--- config.mk ---
export PLATFORM = sky130hd
export DESIGN_NAME = instr_loader_flat
export DESIGN_NICKNAME = d
export VERILOG_FILES = /design/src/rtl/instr_loader_if.sv /design/src/rtl/instr_loader.sv /design/src/flat_wrapper.sv
export SDC_FILE = /design/constraint.sdc
export NUM_CORES = 1
export LEC_CHECK = 0
export ABC_AREA = 1
export CAP_MARGIN = 5
export CORE_UTILIZATION = 49
export DETAILED_ROUTE_END_ITERATION = 8
export HOLD_SLACK_MARGIN = 0.12
export PLACE_DENSITY_LB_ADDON = 0.15
export SLEW_MARGIN = 20
export SYNTH_ARGS = -nofsm -noshare
export SYNTH_HDL_FRONTEND = slang
export SYNTH_SLANG_ARGS = --single-unit
export TNS_END_PERCENT = 20
--- constraint.sdc ---
create_clock -name clk -period 1.9 [get_ports clk]
set_input_delay 0.19 -clock clk [delete_from_list [all_inputs] [get_ports clk]]
set_output_delay 0.19 -clock clk [all_outputs]
set_load 0.01 [all_outputs]
--- src/rtl/instr_loader_if.sv ---
// -----------------------------------------------------------------------------
// instr_loader_if
// Write bus from the instruction loader into instruction memory.
//
// Signals:
//   imem_wr_en    one-cycle write strobe
//   imem_wr_addr  write address (ADDR_WIDTH bits)
//   imem_wr_data  16-bit instruction word {high_byte, low_byte}
//
// Modports:
//   master  the loader, drives the bus
//   slave   the instruction memory, receives the bus
// -----------------------------------------------------------------------------
interface instr_loader_if #(
    parameter int ADDR_WIDTH = 6
);
    logic                  imem_wr_en;
    logic [ADDR_WIDTH-1:0] imem_wr_addr;
    logic [15:0]           imem_wr_data;

    modport master (
        output imem_wr_en,
        output imem_wr_addr,
        output imem_wr_data
    );

    modport slave (
        input imem_wr_en,
        input imem_wr_addr,
        input imem_wr_data
    );
endinterface

--- src/rtl/instr_loader.sv ---
// -----------------------------------------------------------------------------
// instr_loader
// Upstream feeder for the processor's instruction memory. The push-button is
// synchronized and debounced; each clean press captures the 8-bit switch bank,
// low byte first, then high byte. A completed 16-bit word is written into
// instruction memory at an auto-incrementing address, and the word under
// assembly is mirrored on the LEDs.
//
// Parameters:
//   DEBOUNCE_CYCLES  enabled cycles a synchronized level must hold to be accepted
//   ADDR_WIDTH       instruction memory address width
//   DEPTH            number of loadable words (must not exceed 2**ADDR_WIDTH)
//
// Ports:
//   clk                in   system clock
//   reset              in   asynchronous, active-low reset
//   clk_enable         in   advances debounce, FSM and pointer only when 1
//   input_instruction  in   [7:0] switch byte being entered
//   button             in   raw, asynchronous, bouncy load button
//   load_mode          in   1 = loading permitted, 0 = presses ignored / partial word dropped
//   imem               master modport of instr_loader_if (write strobe, address, data)
//   led_ins            out  [15:0] word under assembly
//   load_count         out  [ADDR_WIDTH:0] words written so far
//   byte_phase         out  0 = expecting low byte, 1 = expecting high byte
//   full               out  DEPTH words written
// -----------------------------------------------------------------------------
module instr_loader #(
    parameter int DEBOUNCE_CYCLES = 250000,
    parameter int ADDR_WIDTH      = 6,
    parameter int DEPTH           = 64
) (
    input  logic                clk,
    input  logic                reset,
    input  logic                clk_enable,
    input  logic [7:0]          input_instruction,
    input  logic                button,
    input  logic                load_mode,
    instr_loader_if.master      imem,
    output logic [15:0]         led_ins,
    output logic [ADDR_WIDTH:0] load_count,
    output logic                byte_phase,
    output logic                full
);

    localparam int                  CNT_W      = $clog2(DEBOUNCE_CYCLES + 1);
    // The level flips on the edge where the counter would reach DEBOUNCE_CYCLES.
    localparam logic [CNT_W-1:0]    DB_LAST    = CNT_W'(DEBOUNCE_CYCLES - 1);
    localparam logic [ADDR_WIDTH:0] COUNT_LAST = (ADDR_WIDTH + 1)'(DEPTH - 1);

    typedef enum logic [1:0] {
        S_LO,
        S_HI,
        S_WR,
        S_FULL
    } state_e;

    // -------------------------------------------------------------------------
    // Two-flop synchronizer: free-running, independent of clk_enable.
    // -------------------------------------------------------------------------
    logic sync1_q, sync2_q;

    // NOTE: sequential state uses non-blocking assignments so every flop
    // samples the pre-edge value of its neighbours, exactly like hardware.
    always_ff @(posedge clk or negedge reset) begin
        if (!reset) begin
            sync1_q <= 1'b0;
            sync2_q <= 1'b0;
        end else begin
            sync1_q <= button;
            sync2_q <= sync1_q;
        end
    end

    // -------------------------------------------------------------------------
    // Debounce: count consecutive enabled cycles where the synchronized button
    // disagrees with the accepted level; any agreement restarts the count.
    // -------------------------------------------------------------------------
    logic [CNT_W-1:0] db_cnt_q, db_cnt_d;
    logic             db_level_q, db_level_d;
    logic             db_prev_q;
    logic             press_q;

    // NOTE: every output of a combinational block gets a default first, so no
    // path leaves it unassigned and no latch is inferred.
    always_comb begin
        db_cnt_d   = db_cnt_q;
        db_level_d = db_level_q;
        if (clk_enable) begin
            if (sync2_q == db_level_q) begin
                db_cnt_d = '0;
            end else if (db_cnt_q == DB_LAST) begin
                db_level_d = sync2_q;
                db_cnt_d   = '0;
            end else begin
                db_cnt_d = db_cnt_q + 1'b1;
            end
        end
    end

    always_ff @(posedge clk or negedge reset) begin
        if (!reset) begin
            db_cnt_q   <= '0;
            db_level_q <= 1'b0;
            db_prev_q  <= 1'b0;
            press_q    <= 1'b0;
        end else begin
            db_cnt_q   <= db_cnt_d;
            db_level_q <= db_level_d;
            // Press pulse is held across frozen cycles so the FSM sees it on
            // the next enabled cycle; it lasts exactly one enabled cycle.
            if (clk_enable) begin
                db_prev_q <= db_level_q;
                press_q   <= db_level_q & ~db_prev_q;
            end
        end
    end

    // -------------------------------------------------------------------------
    // Load FSM with registered outputs.
    // -------------------------------------------------------------------------
    state_e                state_q;
    logic [15:0]           led_q;
    logic [ADDR_WIDTH-1:0] ptr_q;
    logic [ADDR_WIDTH:0]   count_q;
    logic                  phase_q;
    logic                  full_q;

    always_ff @(posedge clk or negedge reset) begin
        if (!reset) begin
            state_q <= S_LO;
            led_q   <= '0;
            ptr_q   <= '0;
            count_q <= '0;
            phase_q <= 1'b0;
            full_q  <= 1'b0;
        end else if (clk_enable) begin
            case (state_q)
                S_LO: begin
                    // led_q keeps showing the last written word until here.
                    if (press_q && load_mode) begin
                        led_q   <= {8'h00, input_instruction};
                        phase_q <= 1'b1;
                        state_q <= S_HI;
                    end
                end
                S_HI: begin
                    if (!load_mode) begin
                        // Abandon the partial word; the pointer is untouched.
                        led_q   <= '0;
                        phase_q <= 1'b0;
                        state_q <= S_LO;
                    end else if (press_q) begin
                        led_q[15:8] <= input_instruction;
                        state_q     <= S_WR;
                    end
                end
                S_WR: begin
                    // load_mode is deliberately ignored: a committed write completes.
                    count_q <= count_q + 1'b1;
                    phase_q <= 1'b0;
                    if (count_q == COUNT_LAST) begin
                        // Last slot written: the pointer stays on DEPTH-1
                        // rather than stepping past the end of memory.
                        full_q  <= 1'b1;
                        state_q <= S_FULL;
                    end else begin
                        ptr_q   <= ptr_q + 1'b1;
                        state_q <= S_LO;
                    end
                end
                S_FULL: begin
                    // Terminal until reset; presses are dropped.
                end
                default: state_q <= S_LO;
            endcase
        end
    end

    // The strobe is qualified by clk_enable so a frozen WR never writes twice.
    assign imem.imem_wr_en   = (state_q == S_WR) & clk_enable;
    assign imem.imem_wr_addr = ptr_q;
    assign imem.imem_wr_data = led_q;

    assign led_ins    = led_q;
    assign load_count = count_q;
    assign byte_phase = phase_q;
    assign full       = full_q;

endmodule

--- src/flat_wrapper.sv ---
// flat-port wrapper written by rule: the top's interface ports become plain ports
module instr_loader_flat 
#(
    parameter int DEBOUNCE_CYCLES = 250000,
    parameter int ADDR_WIDTH      = 6,
    parameter int DEPTH           = 64
)
  (clk, reset, clk_enable, input_instruction, button, load_mode, led_ins, load_count, byte_phase, full, imem_imem_wr_en, imem_imem_wr_addr, imem_imem_wr_data);
  instr_loader_if #(.ADDR_WIDTH(ADDR_WIDTH)) imem_i ();
  input  logic clk;
  input  logic reset;
  input  logic clk_enable;
  input  logic [7:0] input_instruction;
  input  logic button;
  input  logic load_mode;
  output logic [15:0] led_ins;
  output logic [ADDR_WIDTH:0] load_count;
  output logic byte_phase;
  output logic full;
  output wire logic [$bits(imem_i.imem_wr_en)-1:0] imem_imem_wr_en;
  output wire logic [$bits(imem_i.imem_wr_addr)-1:0] imem_imem_wr_addr;
  output wire logic [$bits(imem_i.imem_wr_data)-1:0] imem_imem_wr_data;
  assign imem_imem_wr_en = imem_i.imem_wr_en;
  assign imem_imem_wr_addr = imem_i.imem_wr_addr;
  assign imem_imem_wr_data = imem_i.imem_wr_data;
  instr_loader #(.DEBOUNCE_CYCLES(DEBOUNCE_CYCLES), .ADDR_WIDTH(ADDR_WIDTH), .DEPTH(DEPTH)) u_core (.clk(clk), .reset(reset), .clk_enable(clk_enable), .input_instruction(input_instruction), .button(button), .load_mode(load_mode), .imem(imem_i), .led_ins(led_ins), .load_count(load_count), .byte_phase(byte_phase), .full(full));
endmodule
== Word level (Yosys, flattened, before mapping) ==
Index checks and enable logic that the tools add are counted.
Widths: inputs -> output; s select.
Storage, ports and cells
  logic and storage cells: 56
  memory bits (writable): 0
  bits in latches: 0
  output and inout bits: 48
  register bits: 56
  input bits: 13
  ROM bits: 0
  memories kept: 0
Cells by class
  multiply operators: 0
  order comparisons: 0
  bitwise gates (word level): 5
  $add $sub $neg: 3
  shift operators: 0
  divide/modulo/power cells: 0
  reductions and logical operators: 12
  multiplexer cells: 15
  eq/ne operators: 8
Operators with widths (number)
  $mux 18: 2
  $pmux 16 s2: 1
  $mux 8: 3
  $add 18x1->18 const B: 1
  $eq 18x18->1 const B: 1
  $mux 16: 1
  $reduce_and 4->1: 4
  $reduce_and 3->1: 3
  $mux 2: 4
  $add 7x1->7 const B: 1
  $eq 7x6->1 const B: 1
  $add 6x1->6 const B: 1
  $pmux 2 s3: 1
  $ne 3x2->1 const B: 1
  $not 1->1: 3
  $pmux 1 s3: 1
  $reduce_bool 3->1: 1
  $and 1x1->1: 2
  $eq 2x1->1 const B: 1
  $eq 2x2->1 const B: 1
  $logic_not 2->1: 1
  $mux 1: 2
  $ne 2x1->1 const B: 1
  $ne 2x2->1 const B: 1
  other kinds (4): 4

== Longest topological paths before layout ==
  depth after elaboration: 3
  mapped depth: 9
  gate-level depth less buffers: 9

== Worst setup path after synthesis ==
OpenSTA, ideal clock, no wires.
  path kind: register -> register
  from: reg u_core.state_q[1]
  to: reg u_core.led_q[13] (netlist: u_core.imem.imem_wr_data[13])
  data required time: 1774 ps
  period minus slack after synthesis: 1458 ps
  arrival time: 1332 ps
  path slack: 442 ps
  path buffers: 1
  cell stages (with the launch flop): 10
  cell sequence: dfrtp_1 -> inv_1 -> ha_1 -> nand2_1 -> nor2_1 -> nor2_1 -> nand2_2 -> buf_2 -> nand2_1 -> o21ai_0
On the way
  cells in the longest elaborated chain, start to end: 3
  elaborated cells between the ends (all ways): 7
  classes of those cells: 3 x eq/ne; 1 x mux; 3 x reduce/logical
RTL lines
  start, declared: RTL line instr_loader.sv:121  | state_e state_q;
  start signal, assigned: RTL line instr_loader.sv:130  | state_q <= S_LO;
  start signal, assigned: RTL line instr_loader.sv:143  | state_q <= S_HI;
  start signal, assigned: RTL line instr_loader.sv:151  | state_q <= S_LO;
  $eq 2x1->1 or $logic_not 2->1 (tied branches): RTL line instr_loader.sv:137  | case (state_q)
  $ne 3x2->1 (no source line) (tied with other cells)
  $reduce_and 4->1 (no source line)
  end signal, assigned: RTL line instr_loader.sv:141  | led_q <= {8'h00, input_instruction};
  end signal, assigned: RTL line instr_loader.sv:153  | led_q[15:8] <= input_instruction;
  end, declared: RTL line instr_loader.sv:122  | logic [15:0] led_q;
Parallel ways exist; a longest one is shown, timed or not.
A chain may end at the register's enable or synchronous reset.

== Final worst setup path ==
  from: reg u_core.state_q[0]
  to: out imem_imem_wr_en
On the way
  cells in the longest elaborated chain, start to end: 2
RTL lines
  $eq 2x2->1: RTL line instr_loader.sv:180  | assign imem.imem_wr_en = (state_q == S_WR) & clk_enable;
  $and 1x1->1: RTL line instr_loader.sv:180
  end, declared: RTL line flat_wrapper.sv:20  | output wire logic [$bits(imem_i.imem_wr_en)-1:0] imem_imem_wr_en;
Every way passes these cells.

==> impl_metrics.ini <==
[synthesis]
synth_cells = 349
syn_area_per_cell_sq_um = 8.47
synth.yosys.seq_area_share_pct = 47.4
yosys_warnings = 0
synth_seq_cells = 56
syn_nets = 369
syn_area_sq_mm = 0.00296
synth_cell_types = 30

[timing]
slew_headroom_pct = 79.9
worst_slew_pin_slew_ns = 0.300
skew_ns = 0.0112
fin_crit_sh_pct = 90.5
maxSlewViolCount = 0
period_minus_slack_ns = 1.72
hold_viol = 0
fin_setup_tns_ns = 0
max_freq_ghz = 0.581
rsz0062_at_grt = false
setup_viol = 0

[run_status]
status = finished, final reports clean

[global_routing]
grt_max_degree = 57
grt.overflow.total = 0
grt_util_all_layers_pct = 19.8
grt_pass1_wl_um = 9920
antenna_found_initial = 0
grt_pass1_vias = 2266

[worst_setup_path]
cp_data_arrival_time_ns = 1.53
critPathSlowestCell = dfrtp_1
worstPathCellList = inv_1, ha_1, nand2_2, inv_2, dlygate4sd2_1
cp-end-kind = output pin
critPathLaunchType = flip-flop
critPathBufInv = 3
cp.required_ns = 1.71
max_stage_delay_ns = 0.41
path_max_fanout = 6
critical_path_class = reg -> out
crit_family = buffers and inverters

[cts]
cts_tree = done
cts_setup_buffers = 0
clk_latency_ns = 0.32
clk_path_buf_depth = 2
cts.sinks = 56
cts_root_buffer = clkbuf_8
htreeDepth = 2
cts_buffers = 5
clk_pin_slew_ns = 0.10

[die]
die-area_sq_mm = 0.00635
rows = 27
core_area_sq_mm = 0.00568
fp.dieH_um = 79.7
initial_core_util_pct = 52.1
io-pin-count = 61
die_w_um = 79.7

[routing]
ant_nets = 0
remaining_drc_errors = 0
vias = 2299
drt-initial-drc-count = 109
vias_per_cell = 4.88
wl_per_cell_um = 12.1
dr.pass1.iters = 4
routed_wl_um = 5680

[final_layout]
drive_above_1_share_pct = 9.02
diodes = 0
nNetsFinal = 418
fin_area_sq_mm = 0.00361
syn_to_final_growth_pct = 22.1
final_common_cell = nand2_1
finalNonFillerCells = 471
layout_common_cells = nand2_1, clkdlybuf4s50_1, dfrtp_1

[job]
maxCapViolCount = 0

[pwr]
power_leakage_uw = 0.00166
powerDensity_mw_per_mm2 = 1020
vdd.ir_drop.worst_uv = 520

[placement]
dpl.cell_count = 462
dpl_cell_area_sq_mm = 0.00351
place.gp.congestion = 0.874
dp.final_hpwl_um = 4170
port_buffers = 60

[worst_hold_path]
hp-class = in -> reg
-- worst reg2reg max path, cell delays in order (launching register included) --
cell	delay (ns)
dfrtp_1	0.42
inv_1	0.08
ha_1	0.22
nand2_1	0.19
nor2_1	0.09
nor2_1	0.12
nand2_2	0.18
nand2_1	0.10
o21ai_0	0.09
-- per-stage QoR --
stage | total power (uW) | setup slack (ns) | utilization [%] | hold WS (ns)
CTS | 3720 | 0.170 | 63.6 | 0.305
global route | 3930 | 0.0445 | 63.6 | 0.296
global placement | 3030 | 0.166 | 61.8 | 0.214
detailed placement | 3060 | 0.155 | 61.8 | 0.212
floorplan | 2440 | 0.442 | - | -0.106
finish | 3690 | 0.180 | 63.6 | 0.307
-- sequential cells by signal, indices dropped and copies added (netlist names) --
| register | flops |
|---|---|
| u_core.byte_phase | 1 |
| u_core.db_cnt_q | 18 |
| u_core.db_level_q | 1 |
| u_core.db_prev_q | 1 |
| u_core.full | 1 |
| u_core.imem.imem_wr_addr | 6 |
| u_core.imem.imem_wr_data | 16 |
| u_core.load_count | 7 |
| u_core.press_q | 1 |
| u_core.state_q | 2 |
| u_core.sync1_q | 1 |
| u_core.sync2_q | 1 |
-- cells in the mapped netlist --
| master | n | area (sq um) |
|---|---|---|
| nand3b_1 | 2 | 15.0 |
| nand3_1 | 19 | 95.1 |
| o31ai_1 | 1 | 7.51 |
| clkbuf_1 | 1 | 3.75 |
| xor2_1 | 16 | 140 |
| nand2_1 | 120 | 450 |
| dfrtp_1 | 56 | 1400 |
| nand4_1 | 3 | 18.8 |
| inv_1 | 23 | 86.3 |
| a21oi_4 | 2 | 32.5 |
| xnor2_1 | 2 | 17.5 |
| buf_2 | 2 | 10.0 |
| buf_6 | 3 | 33.8 |
| o21a_1 | 1 | 7.51 |
| nor2_1 | 22 | 82.6 |
| nor2_2 | 3 | 18.8 |
| o21ai_0 | 22 | 110 |
| inv_2 | 2 | 7.51 |
| buf_4 | 16 | 120 |
| o21bai_1 | 4 | 30.0 |
| o21ai_2 | 8 | 70.1 |
| nor3_2 | 1 | 10.0 |
| nand3b_4 | 1 | 20.0 |
| o21ai_1 | 1 | 5.00 |
| nand2_2 | 4 | 25.0 |
| clkinv_1 | 1 | 3.75 |
| nor3_1 | 2 | 10.0 |
| o22ai_1 | 2 | 12.5 |
| nor2_4 | 2 | 22.5 |
| ha_1 | 7 | 87.6 |
-- path summary, 6_finish.rpt --
kind	start	end	slack (ns)	cells past startpoint
max in group asynchronous	reset	u_core.db_cnt_q[4]$_DFFE_PN0P_	1.26	3
min reg2reg	u_core.sync1_q$_DFF_PN0_	u_core.sync2_q$_DFF_PN0_	0.36	0
max	u_core.state_q[0]$_DFFE_PN0P_	imem_imem_wr_en	0.18	5
max reg2reg	u_core.state_q[1]$_DFFE_PN0P_	u_core.imem.imem_wr_data[13]$_DFFE_PN0P_	0.30	8
min	button	u_core.sync1_q$_DFF_PN0_	0.31	1
min in group asynchronous	reset	u_core.imem.imem_wr_data[9]$_DFFE_PN0P_	0.38	3
-- per-layer routing --
metal	share of wire, %	routed length (um)	up-vias	track usage, %
li1	-	-	1190	-
met1	46	2600	1049	24.7
met2	49	2790	49	34.4
met3	3.3	188	11	3.54
met4	1.9	107	0	6.91
met5	0	0	-	0
-- report_power, final --
part           internal, uW  switching [uW]
Combinational           725             686
Sequential             1400             202
Clock                   263             411
Total                  2390            1300
-- cell type report --
class / instances / area (sq um)
repair buffers: 64 / 639
inverters: 26 / 97.6
clock buffers: 5 / 68.8
clock inverters: 3 / 21.3
fillers: 499 / 2070
flip-flops and latches: 56 / 1400
multi-input cells: 245 / 1290
well taps: 72 / 90.1
-- logic make-up after synthesis --
family / synth area share [%]
AOI/OAI and AO/OA: 9.31
xor gates and xnor gates: 5.33
and+or+nand+nor: 26.0
adders and majority gates: 2.96
buffers and inverters: 8.98
DFF: 47.4
-- repair_timing --
item                                    CTS  global route
hold endpoints to repair                 56             0
hold buffers                              1             0
endpoints found under the setup margin    1             0
resized for setup                         2             0
(Power assumes the default switching activity.)
